File: config.mk
export PLATFORM = sky130hd
export DESIGN_NAME = serial_controller
export DESIGN_NICKNAME = d
export VERILOG_FILES = /design/src/rtl/serial_controller.sv
export SDC_FILE = /design/constraint.sdc
export NUM_CORES = 1
export LEC_CHECK = 0
export BUFFER_PORTS_ARGS = -buffer_cell sky130_fd_sc_hd__buf_4
export CORE_ASPECT_RATIO = 1.1
export CORE_MARGIN = 10
export CORE_UTILIZATION = 51
export CTS_CLUSTER_SIZE = 24
export DETAILED_ROUTE_END_ITERATION = 7
export HOLD_SLACK_MARGIN = 0.03
export PLACE_DENSITY = 0.76
export SLEW_MARGIN = 40
export SYNTH_ARGS = -nofsm -noshare
export SYNTH_HDL_FRONTEND = slang
export SYNTH_SLANG_ARGS = --single-unit
File: constraint.sdc
create_clock -name clock -period 4.6 [get_ports clock]
set_input_delay 0.69 -clock clock [delete_from_list [all_inputs] [get_ports clock]]
set_output_delay 0.69 -clock clock [all_outputs]
set_load 0.05 [all_outputs]
File: src/rtl/serial_controller.sv
// Link-port serial controller: SB shift register and SC control register at FF01/FF02.
// Eight-bit transfers in either direction, clocked internally (CLK_DIV) or by the peer.
module serial_controller #(
  parameter int unsigned CLK_DIV = 512  // must be even and >= 4
) (
  input  logic        clock,
  input  logic        reset_n,
  input  logic [15:0] A,
  input  logic [7:0]  Di,
  output logic [7:0]  Do,
  input  logic        cs,
  input  logic        rd_n,
  input  logic        wr_n,
  output logic        int_req,
  input  logic        int_ack,
  output logic        serial_out,
  input  logic        serial_in,
  output logic        serial_clk_out,
  input  logic        serial_clk_in
);

  localparam int unsigned HalfDiv = CLK_DIV / 2;
  localparam int unsigned DivW    = $clog2(HalfDiv + 1);
  localparam logic [DivW-1:0] DivLoad = DivW'(HalfDiv);
  localparam logic [DivW-1:0] DivHalf = DivW'(HalfDiv - 1);

  typedef enum logic [1:0] {
    StIdle,
    StLow,
    StHigh
  } state_e;

  state_e          state_q, state_d;
  logic [7:0]      sb_q, sb_d;
  logic            busy_q, busy_d;
  logic            int_sel_q, int_sel_d;
  logic [3:0]      bit_cnt_q, bit_cnt_d;
  logic [DivW-1:0] div_q, div_d;
  logic            int_req_q, int_req_d;
  logic            sout_q, sout_d;
  logic            sclk_out_q, sclk_out_d;
  logic            launch_q, launch_d;
  logic [1:0]      sin_sync_q;
  logic [1:0]      sclk_sync_q;
  logic            sclk_prev_q;

  logic wr_en, sb_hit, sc_hit;
  logic div_done, sclk_rise, sclk_fall, rise_evt, fall_evt, complete;

  assign sb_hit    = cs && (A == 16'hFF01);
  assign sc_hit    = cs && (A == 16'hFF02);
  assign wr_en     = cs && !wr_n;
  assign div_done  = (div_q == '0);
  assign sclk_rise = sclk_sync_q[1] && !sclk_prev_q;
  assign sclk_fall = !sclk_sync_q[1] && sclk_prev_q;
  assign rise_evt  = int_sel_q ? div_done : sclk_rise;
  assign fall_evt  = int_sel_q ? div_done : sclk_fall;

  always_comb begin
    Do = 8'h00;
    if (cs && !rd_n) begin
      if (A == 16'hFF01) begin
        Do = sb_q;
      end else if (A == 16'hFF02) begin
        Do = {busy_q, 6'b111111, int_sel_q};
      end
    end
  end

  always_comb begin
    state_d    = state_q;
    sb_d       = sb_q;
    busy_d     = busy_q;
    int_sel_d  = int_sel_q;
    bit_cnt_d  = bit_cnt_q;
    div_d      = div_q;
    int_req_d  = int_req_q;
    sout_d     = sout_q;
    sclk_out_d = sclk_out_q;
    launch_d   = 1'b0;
    complete   = 1'b0;

    // First bit goes out one cycle after the start write.
    if (launch_q) begin
      sout_d     = sb_q[7];
      sclk_out_d = 1'b0;
    end

    unique case (state_q)
      StLow: begin
        if (rise_evt) begin
          sb_d       = {sb_q[6:0], sin_sync_q[1]};
          bit_cnt_d  = bit_cnt_q + 4'd1;
          div_d      = DivHalf;
          sclk_out_d = 1'b1;
          if (bit_cnt_q == 4'd7) begin
            complete = 1'b1;
            state_d  = StIdle;
            busy_d   = 1'b0;
          end else begin
            state_d = StHigh;
          end
        end else if (!div_done) begin
          div_d = div_q - 1'b1;
        end
      end
      StHigh: begin
        if (fall_evt) begin
          sout_d     = sb_q[7];
          sclk_out_d = 1'b0;
          div_d      = DivHalf;
          state_d    = StLow;
        end else if (!div_done) begin
          div_d = div_q - 1'b1;
        end
      end
      default: ;
    endcase

    if (wr_en && sb_hit && !busy_q) begin
      sb_d = Di;
    end

    if (wr_en && sc_hit) begin
      int_sel_d = Di[0];
      if (state_q == StIdle) begin
        if (Di[7]) begin
          state_d   = StLow;
          busy_d    = 1'b1;
          bit_cnt_d = 4'd0;
          div_d     = DivLoad;
          launch_d  = 1'b1;
        end
      end else if (!Di[7]) begin
        // Abort keeps the partially shifted SB and raises no interrupt.
        state_d   = StIdle;
        busy_d    = 1'b0;
        bit_cnt_d = 4'd0;
        complete  = 1'b0;
      end
    end

    if (!int_sel_d || (state_d == StIdle)) begin
      sclk_out_d = 1'b1;
    end

    if (complete) begin
      int_req_d = 1'b1;
    end else if (int_ack) begin
      int_req_d = 1'b0;
    end
  end

  always_ff @(posedge clock) begin
    if (!reset_n) begin
      state_q     <= StIdle;
      sb_q        <= 8'h00;
      busy_q      <= 1'b0;
      int_sel_q   <= 1'b0;
      bit_cnt_q   <= 4'd0;
      div_q       <= '0;
      int_req_q   <= 1'b0;
      sout_q      <= 1'b1;
      sclk_out_q  <= 1'b1;
      launch_q    <= 1'b0;
      sin_sync_q  <= 2'b11;
      sclk_sync_q <= 2'b11;
      sclk_prev_q <= 1'b1;
    end else begin
      state_q     <= state_d;
      sb_q        <= sb_d;
      busy_q      <= busy_d;
      int_sel_q   <= int_sel_d;
      bit_cnt_q   <= bit_cnt_d;
      div_q       <= div_d;
      int_req_q   <= int_req_d;
      sout_q      <= sout_d;
      sclk_out_q  <= sclk_out_d;
      launch_q    <= launch_d;
      sin_sync_q  <= {sin_sync_q[0], serial_in};
      sclk_sync_q <= {sclk_sync_q[0], serial_clk_in};
      sclk_prev_q <= sclk_sync_q[1];
    end
  end

  assign int_req        = int_req_q;
  assign serial_out     = sout_q;
  assign serial_clk_out = sclk_out_q;

endmodule

==> impl_metrics.json, run 1 <==
{
  "rows": 23,
  "worstMarginPinSlew_ns": 0.7498,
  "leakagePower_uw": 0.0009296,
  "power.share.clock_pct": 35.5,
  "rsz0062_at_grt": "false",
  "port_buffers": 42,
  "grt_pass1_vias": 1930,
  "hp-class": "reg -> reg",
  "area_growth_pct": 20.77,
  "yosysUniqueCellTypes": 52,
  "finClkSkew_ns": 0.007788,
  "htreeDepth": 2,
  "initial_core_util_pct": 53.41,
  "ys.flop_type": "dfxtp_1",
  "synth_edf_count": 0,
  "synth_top_cell_area_share_pct": 34.87,
  "period_needed_ns": 2.919,
  "reg2reg_depth": 8,
  "hpwl_mm": 3.754,
  "synth_area_per_cell_um2": 7.870,
  "holdPathStages": 1,
  "ios": 43,
  "ant_nets": 0,
  "syn_nets": 285,
  "antenna_found_initial": 0,
  "ys_ff_latch": 34,
  "cts_buffers": 5,
  "diodes": 0,
  "synthArstFlopShare_pct": 0,
  "layout.nets": 325,
  "post_drt_wl_per_cell_um": 14.57,
  "crit_type": "in -> out",
  "cts_hold_buf": 0,
  "clkTransAtPathRegs_ns": 0.07,
  "crit_path_top_delay_cell": "nor4_1",
  "finalSetupViolCount": 0,
  "p_comb_share_pct": 13.5,
  "cts_resized": 0,
  "tritoncts": "built",
  "setup.worst_path.start": "A[3]",
  "clk_latency_ns": 0.29,
  "clock_sinks": 34,
  "cp_cell_sequence": "buf_4 -> nor4_1 -> nand4_1 -> inv_1 -> o21bai_1 -> nor2_1 -> buf_4",
  "setup_tns_ns": 0,
  "num_vias": 1928,
  "first_iter_violations": 87,
  "hp-start": "sclk_sync_q[0]$_SDFF_PN1_",
  "yosys.area.top_type": "dfxtp_1",
  "endpoint_kind": "output port",
  "synthTopCellsByArea": "dfxtp_1 35%, nor2_1 7.7%, nand2_1 7.3%, a311oi_2 4.6%, a21oi_1 3.3%",
  "design_area_mm2": 0.002357,
  "n_fill_cell": 355,
  "run_status": "finished clean",
  "crit_required_ns": 3.91,
  "cts_setup_buffers": 0,
  "crit_buf_inv": 3,
  "critPathLaunchType": "input port",
  "holdPathEnd": "sclk_sync_q[1]$_SDFF_PN1_",
  "netlist_area_mm2": 0.001952,
  "syn_inst": 248,
  "cpPeakStageDelay_ns": 0.38,
  "hold_viol_final": 0,
  "grt_pass1_wl_mm": 8.245,
  "clk_root_buffer_cell": "clkbuf_8",
  "p_sw_uw": 150.9,
  "p_int_uw": 440.2,
  "wirelength_mm": 4.923,
  "dpl_cell_area_mm2": 0.002281,
  "maxCapViolCount": 0,
  "hold-worst-slack_ns": 0.4075,
  "grt_use_total_pct": 14.92,
  "crit_fanout": 7,
  "fmax_ghz": 0.3426,
  "vias_per_cell": 5.704,
  "die_h_um": 84.89,
  "rrSetupSlack_ns": 1.99,
  "crit_family": "simple AND/OR/NAND/NOR gates",
  "arrival_ns": 2.23,
  "p_sw_share_pct": 25.53,
  "powerDensity_mw_per_mm2": 250.8,
  "gr-total-overflow": 0,
  "clockBufferDepth": 2,
  "route.detailed.drc": 0,
  "dieWidth_um": 78.99,
  "drive_above_1_share_pct": 21.18,
  "seq_power_share_pct": 51.0,
  "ir_worst_vdd_mv": 0.2057,
  "grt_max_degree": 17,
  "final_util_pct": 64.50,
  "yosys_warnings": 0,
  "period_share_pct": 63.45,
  "r2r_start": "div_q[1]$_SDFF_PN0_",
  "maxSlewViolCount": 0,
  "seq_area_frac_synth_pct": 34.87,
  "crit_top_cell": "buf_4",
  "place_congestion": 0.8536,
  "die_area_mm2": 0.006705,
  "r2r-end": "serial_clk_out$_SDFF_PP1_",
  "core_area_mm2": 0.003655,
  "dr.pass1.iters": 4,
  "slew_headroom_pct": 49.75
}
flip-flops by register name (all words and copies together) (netlist names), 2 cells and up:
register	flops
bit_cnt_q	4
div_q	9
sb_q	8
sclk_sync_q	2
sin_sync_q	2
state_q	2
how the worst max path moves through the flow:
stage	to	slack, ns	cells past startpoint
after floorplan	Do[1]	1.65	5
after global placement	Do[5]	1.76	7
after detailed placement	Do[4]	1.66	7
after CTS	Do[3]	1.66	7
after global routing	Do[3]	1.50	7
final	Do[4]	1.68	7
per-stage QoR:
step | power, uW | cells | setup slack [ns]
2_1_floorplan | 356.5 | 248 | 1.645
3_3_place_gp | 386.2 | 331 | 1.757
3_5_place_dp | 387.4 | 331 | 1.661
4_1_cts | 596.9 | 338 | 1.658
5_1_grt | 614.3 | 338 | 1.501
6_report | 591.1 | 338 | 1.681
worst register-to-register path: cells and delay by family (launching register included):
family	cells	cell delay [ns]
buf+inv	1	0.08
compound gates	3	0.63
fa+ha+maj	1	0.30
flops	1	0.34
simple gates	3	1.12
Yosys cell counts, types with 2 or more instances:
| master | instances |
|---|---|
| a311oi_1 | 3 |
| a311oi_2 | 6 |
| inv_1 | 10 |
| o211ai_1 | 2 |
| dfxtp_1 | 34 |
| ha_1 | 5 |
| nor4_1 | 3 |
| a211oi_1 | 3 |
| and2_1 | 4 |
| a22oi_1 | 2 |
| nand4b_1 | 2 |
| o21bai_1 | 2 |
| nand2b_1 | 7 |
| clkbuf_1 | 6 |
| or3b_2 | 3 |
| o21ai_0 | 11 |
| mux2i_1 | 2 |
| nor2b_1 | 4 |
| a31oi_1 | 4 |
| xor2_1 | 2 |
| nand4_1 | 2 |
| buf_4 | 2 |
| nand3_1 | 4 |
| nor3_1 | 6 |
| a21oi_1 | 13 |
| nand3b_1 | 2 |
| a2bb2oi_1 | 2 |
| o21a_1 | 2 |
| nor2_1 | 40 |
| nand2_1 | 38 |
routing by layer:
layer  vias up  GRT usage [%]  share of wire (%)  wire (um)
li1        962              -                  -          -
met2        59          25.54                 48       2341
met3         7          6.540                8.0        392
met4         0          5.710                1.6         78
met5         -              0                  0          0
met1       900          15.67                 43       2110
power by group through the flow:
stage | registers (uW) | clock network (uW) | logic (uW)
floorplan | 307 | 0 | 49.1
global route | 302 | 224 | 88.9
detailed placement | 308 | 0 | 79.5
global placement | 308 | 0 | 78.4
CTS | 301 | 216 | 79.9
finish | 301 | 210 | 79.9
final cells by class:
cell class	count	area (um^2)	area share (%)
multi-input combinational	195	1185	50.27
sequential	34	680.7	28.87
timing repair buffer	42	315.3	13.38
clock buffer	7	76.32	3.238
tap	50	62.56	2.654
inverter	10	37.54	1.592
cell families after synthesis:
group	after synthesis	share of synthesized area [%]
compound gates	61	24.04
xor+xnor	3	1.346
fa+ha+maj	5	3.205
buf+inv	19	4.423
flops	34	34.87
mux	2	1.026
simple gates	124	31.09
layout by cell type, fill, tap and decap left out, types with 2 or more instances in the layout:
cell type   n
nand4_1     2
a311oi_2    6
dfxtp_1    34
nor4_1      3
a211oi_1    3
nand2b_1    7
a2bb2oi_1   2
and2_1      4
nand2_1    38
a21oi_1    13
nor2_1     40
o21bai_1    2
buf_4      42
o211ai_1    2
mux2i_1     2
o21ai_0    11
or3b_2      3
xor2_1      2
clkbuf_8    5
inv_1      10
nor2b_1     4
ha_1        5
nand3_1     4
a22oi_1     2
nand4b_1    2
a311oi_1    3
nor3_1      6
nand3b_1    2
a31oi_1     4
clkbuf_1    2
o21a_1      2
No activity file was read; power rests on OpenSTA's default activity.
==> run 2: changes to the inputs <==
==> constraint.sdc (replaced) <==
create_clock -name clock -period 2.9 [get_ports clock]
set_input_delay 0.435 -clock clock [delete_from_list [all_inputs] [get_ports clock]]
set_output_delay 0.435 -clock clock [all_outputs]
set_load 0.05 [all_outputs]
==> run 2 against run 1 <==
  * Non-clock buffer count increased by 5
  * Via count grew 0.26%
  * Power grew 65%
  * Largest cell class unchanged
  * Design area rose by 2.2%
  * Utilization rose by 1.4 points
  * Global-route usage rose by 0.64 points
  * Clock skew is 0.0032 ns higher
  * Combinational power up 61%
  * First-iteration DRC count is 11% higher
==> impl_metrics.json, run 2 (synthesis gave the netlist of run 1 again) <==
{
  "setup_tns_ns": 0,
  "crit_fanout": 7,
  "dr.pass1.iters": 4,
  "hp-class": "in -> reg",
  "power.share.clock_pct": 37.9,
  "hold_viol_final": 0,
  "clock_sinks": 34,
  "route.detailed.drc": 0,
  "grt_pass1_wl_mm": 8.673,
  "fmax_ghz": 0.4062,
  "crit_family": "simple AND/OR/NAND/NOR gates",
  "core_area_mm2": 0.003655,
  "first_iter_violations": 97,
  "ir_worst_vdd_mv": 0.2348,
  "clk_latency_ns": 0.29,
  "grt_pass1_vias": 1970,
  "clockBufferDepth": 2,
  "finClkSkew_ns": 0.01095,
  "cpPeakStageDelay_ns": 0.41,
  "holdPathEnd": "sclk_sync_q[0]$_SDFF_PN1_",
  "crit_required_ns": 2.47,
  "initial_core_util_pct": 53.41,
  "final_util_pct": 65.94,
  "run_status": "finished clean",
  "p_comb_share_pct": 13.2,
  "setup.worst_path.start": "A[3]",
  "htreeDepth": 2,
  "maxCapViolCount": 0,
  "slew_headroom_pct": 49.94,
  "place_congestion": 0.8531,
  "crit_path_top_delay_cell": "nor4_1",
  "hp-start": "serial_clk_in",
  "maxSlewViolCount": 0,
  "num_vias": 1933,
  "largest_reg_flops": 9,
  "crit_buf_inv": 3,
  "wirelength_mm": 4.976,
  "hpwl_mm": 3.797,
  "grt_max_degree": 17,
  "die_h_um": 84.89,
  "antenna_found_initial": 0,
  "vias_per_cell": 5.619,
  "n_fill_cell": 341,
  "drive_above_1_share_pct": 23.13,
  "multiInputGateArea_mm2": 0.001185,
  "leakagePower_uw": 0.0009629,
  "layout_commonest_cell": "buf_4",
  "cts_hold_buf": 0,
  "largestRegisters": "div_q (9), sb_q (8), bit_cnt_q (4)",
  "port_buffers": 42,
  "p_sw_uw": 251.3,
  "reg2reg_depth": 8,
  "diodes": 0,
  "rows": 23,
  "post_drt_wl_per_cell_um": 14.47,
  "arrival_ns": 2.03,
  "clkTransAtPathRegs_ns": 0.07,
  "mostFrequentLayoutCells": "47 x buf_4, 40 x nor2_1, 38 x nand2_1",
  "crit_top_cell": "buf_4",
  "rrSetupSlack_ns": 0.48,
  "p_sw_share_pct": 25.72,
  "ant_nets": 0,
  "gr-total-overflow": 0,
  "grt_use_total_pct": 15.56,
  "finalSetupViolCount": 0,
  "holdPathStages": 2,
  "powerDensity_mw_per_mm2": 405.6,
  "layout.nets": 330,
  "crit_type": "in -> out",
  "period_needed_ns": 2.462,
  "cts_buffers": 5,
  "seq_power_share_pct": 48.9,
  "r2r_start": "div_q[1]$_SDFF_PN0_",
  "tritoncts": "built",
  "endpoint_kind": "output port",
  "period_share_pct": 84.90,
  "cts_resized": 0,
  "largest-register": "div_q",
  "critPathLaunchType": "input port",
  "cts_setup_buffers": 0,
  "p_int_uw": 726.0,
  "ios": 43,
  "clk_root_buffer_cell": "clkbuf_8",
  "seqCellArea_um2": 680.7,
  "cp_cell_sequence": "buf_4 -> nor4_1 -> nand4_1 -> inv_1 -> o21bai_1 -> nor2_1 -> buf_4",
  "area_growth_pct": 23.46,
  "rsz0062_at_grt": "false",
  "die_area_mm2": 0.006705,
  "dieWidth_um": 78.99,
  "worstMarginPinSlew_ns": 0.7482,
  "r2r-end": "sb_q[7]$_SDFFE_PN0P_"
}
## run 2: layer usage
metal  vias up  global-route usage, %  part of all wire [%]
li1        976                      -                     -
met1       893                  17.27                    43
met2        55                  25.32                    47
met3         9                  7.595                   8.4
met4         0                  5.220                   1.4
met5         -                      0                     0
## run 2: metrics by stage
stage	total power (uW)	instances	setup WS [ns]	instance area (um^2)	hold WS (ns)
after global routing	1019	344	0.2158	2410	0.3283
after floorplan	565.4	248	0.4550	1952	0.3863
after CTS	979.7	344	0.4320	2410	0.3268
after global placement	614.9	336	0.5590	2318	0.3874
final	977.3	344	0.4380	2410	0.3268
after detailed placement	616.1	336	0.4479	2318	0.3921
## run 2: worst max-delay path by stage
stage	slack [ns]	end	cells past startpoint
3_3_place_gp	0.56	sb_q[3]$_SDFFE_PN0P_	8
4_1_cts	0.43	Do[6]	7
5_1_grt	0.22	Do[5]	7
6_report	0.44	Do[6]	7
3_5_place_dp	0.45	Do[6]	7
2_1_floorplan	0.46	Do[1]	5
## run 2: area by class of cell
type | count | share of cell area, %
clock buffers | 7 | 3.583
inverters | 10 | 1.558
well taps | 50 | 2.596
flip-flops and latches | 34 | 28.25
repair buffers | 47 | 14.64
multi-input cells | 195 | 49.17
clock inverters | 1 | 0.2077
## run 2: power by group through the flow
| stage | clock network (uW) | registers [uW] | logic, uW |
|---|---|---|---|
| 3_3_place_gp | 0 | 488 | 127 |
| 2_1_floorplan | 0 | 488 | 77.9 |
| 4_1_cts | 374 | 477 | 129 |
| 6_report | 371 | 477 | 129 |
| 5_1_grt | 396 | 478 | 145 |
| 3_5_place_dp | 0 | 488 | 128 |
==> run 3: changes to the inputs <==
==> constraint.sdc (replaced) <==
create_clock -name clock -period 2.4 [get_ports clock]
set_input_delay 0.36 -clock clock [delete_from_list [all_inputs] [get_ports clock]]
set_output_delay 0.36 -clock clock [all_outputs]
set_load 0.05 [all_outputs]
==> run 3 against run 2 <==
  * Via count increased by 0.98%
  * First-iteration DRC count decreased by 4.1%
  * Non-clock buffer count is 4 higher
  * Global-route usage up 0.27 points
  * Power rose by 21%
  * Worst hold slack worse by 0.074 ns
  * Largest power group unchanged
  * Sequential share of layout area decreased by 0.57 points
  * Utilization increased by 1.4 points
  * Routed wire length increased by 2.3%
==> impl_metrics.json, run 3 (synthesis gave the netlist of run 1 again) <==
{
  "run_status": "finished clean",
  "grt_max_degree": 17,
  "hp-start": "serial_in",
  "cts_buffers": 5,
  "wirelength_mm": 5.090,
  "grt_use_total_pct": 15.83,
  "maxSlewViolCount": 0,
  "cts_hold_buf": 0,
  "clk_latency_ns": 0.29,
  "place_congestion": 0.8483,
  "ir_worst_vdd_mv": 0.2707,
  "arrival_ns": 2.50,
  "period_share_pct": 97.79,
  "setup_tns_ns": 0,
  "setup.worst_path.start": "div_q[0]$_SDFF_PN0_",
  "hold_viol_final": 0,
  "hp-class": "in -> reg",
  "die_area_mm2": 0.006705,
  "num_vias": 1952,
  "gr-total-overflow": 0,
  "powerDensity_mw_per_mm2": 481.2,
  "finalSetupViolCount": 0,
  "reg2reg_depth": 8,
  "layout.nets": 334,
  "ant_nets": 0,
  "crit_type": "reg -> reg",
  "cts_setup_buffers": 0,
  "n_fill_cell": 353,
  "tritoncts": "built",
  "seq_power_share_pct": 48.8,
  "antenna_found_initial": 0,
  "largestRegisters": "div_q (9), sb_q (8), bit_cnt_q (4)",
  "p_comb_share_pct": 13.6,
  "critPathLaunchType": "register",
  "die_h_um": 84.89,
  "htreeDepth": 2,
  "p_sw_share_pct": 25.60,
  "hpwl_mm": 3.786,
  "slew_headroom_pct": 54.01,
  "crit_required_ns": 2.56,
  "first_iter_violations": 93,
  "area_growth_pct": 26.03,
  "diodes": 0,
  "place_ws_ns": 0.1015,
  "rows": 23,
  "dpl_cell_area_mm2": 0.002361,
  "clk_root_buffer_cell": "clkbuf_8",
  "mostFrequentLayoutCells": "50 x buf_4, 40 x nor2_1, 38 x nand2_1",
  "crit_fanout": 5,
  "largest_reg_flops": 9,
  "endpoint": "serial_clk_out$_SDFF_PP1_",
  "drive_above_1_share_pct": 24.83,
  "finClkSkew_ns": 0.006346,
  "r2r-end": "serial_clk_out$_SDFF_PP1_",
  "rsz0062_at_grt": "true",
  "fmax_ghz": 0.4261,
  "hold-worst-slack_ns": 0.2529,
  "layout_commonest_cell": "buf_4",
  "p_int_uw": 880.8,
  "grt_pass1_wl_mm": 8.804,
  "ios": 43,
  "maxCapViolCount": 0,
  "worstMarginPinSlew_ns": 0.6874,
  "final_util_pct": 67.31,
  "endpoint_kind": "register",
  "p_sw_uw": 303.0,
  "largest-register": "div_q",
  "setup_slack_ns": 0.05301,
  "route.detailed.drc": 0,
  "initial_core_util_pct": 53.41,
  "leakagePower_uw": 0.0009858,
  "core_area_mm2": 0.003655,
  "power.share.clock_pct": 37.6,
  "multiInputGateArea_mm2": 0.001192,
  "vias_per_cell": 5.609,
  "grt_pass1_vias": 2011,
  "clkTransAtPathRegs_ns": 0.07,
  "period_needed_ns": 2.347,
  "port_buffers": 42,
  "clockBufferDepth": 2,
  "seqCellArea_um2": 680.7,
  "rrSetupSlack_ns": 0.05,
  "clock_sinks": 34,
  "post_drt_wl_per_cell_um": 14.63,
  "dr.pass1.iters": 4,
  "dieWidth_um": 78.99,
  "design_area_mm2": 0.002460,
  "r2r_start": "div_q[0]$_SDFF_PN0_"
}
==> run 3: cell types whose count changed in the layout (fill, tap and decap cells not counted), sizes merged <==
cell  change
buf       +4
==> run 3: worst min path at each step <==
stage                                           end  slack, ns  cells past startpoint
final                      sin_sync_q[0]$_SDFF_PN1_       0.25                      2
after global routing       sin_sync_q[0]$_SDFF_PN1_       0.26                      2
after CTS                  sin_sync_q[0]$_SDFF_PN1_       0.25                      2
after detailed placement   sin_sync_q[1]$_SDFF_PN1_       0.40                      1
after global placement    sclk_sync_q[1]$_SDFF_PN1_       0.39                      1
after floorplan           sclk_sync_q[1]$_SDFF_PN1_       0.39                      1
==> run 3: through the flow <==
stage | cells | total power [uW]
after global placement | 340 | 745.9
after global routing | 348 | 1240
after detailed placement | 340 | 748.3
final | 348 | 1184
after floorplan | 248 | 683.2
after CTS | 348 | 1187
==> run 3: worst max-delay path, cell delays in order (launching register included) <==
cell       delay, ns
dfxtp_1         0.36
inv_1           0.08
ha_1            0.23
or4b_1          0.51
o31a_1          0.35
o31ai_2         0.25
nand2_1         0.11
a22oi_2         0.21
o2111ai_1       0.12
==> run 3: metal layers <==
metal  up-vias  GRT usage [%]  wire [um]
li1        983              -          -
met3         9          6.435        387
met1       899          18.23       2210
met5         -              0          0
met2        61          25.39       2400
met4         0          6.362         91
==> run 3: cell type report <==
cell class	count	area share, %
clock buffers	7	3.510
clock inverters	1	0.2035
inverters	10	1.526
multi-input cells	195	48.47
flip-flops and latches	34	27.67
well taps	50	2.543
repair buffers	51	16.07
==> run 3: power groups by stage <==
stage	sequential [uW]	clock [uW]	combinational [uW]
2_1_floorplan	589	0	94.2
3_3_place_gp	590	0	156
3_5_place_dp	590	0	158
4_1_cts	577	451	159
5_1_grt	578	482	180
6_report	577	445	161
==> run 3: repair_timing <==
action	in CTS	in global routing
setup endpoints to repair	0	5
endpoints found under the hold margin	0	0
resized for setup	0	2
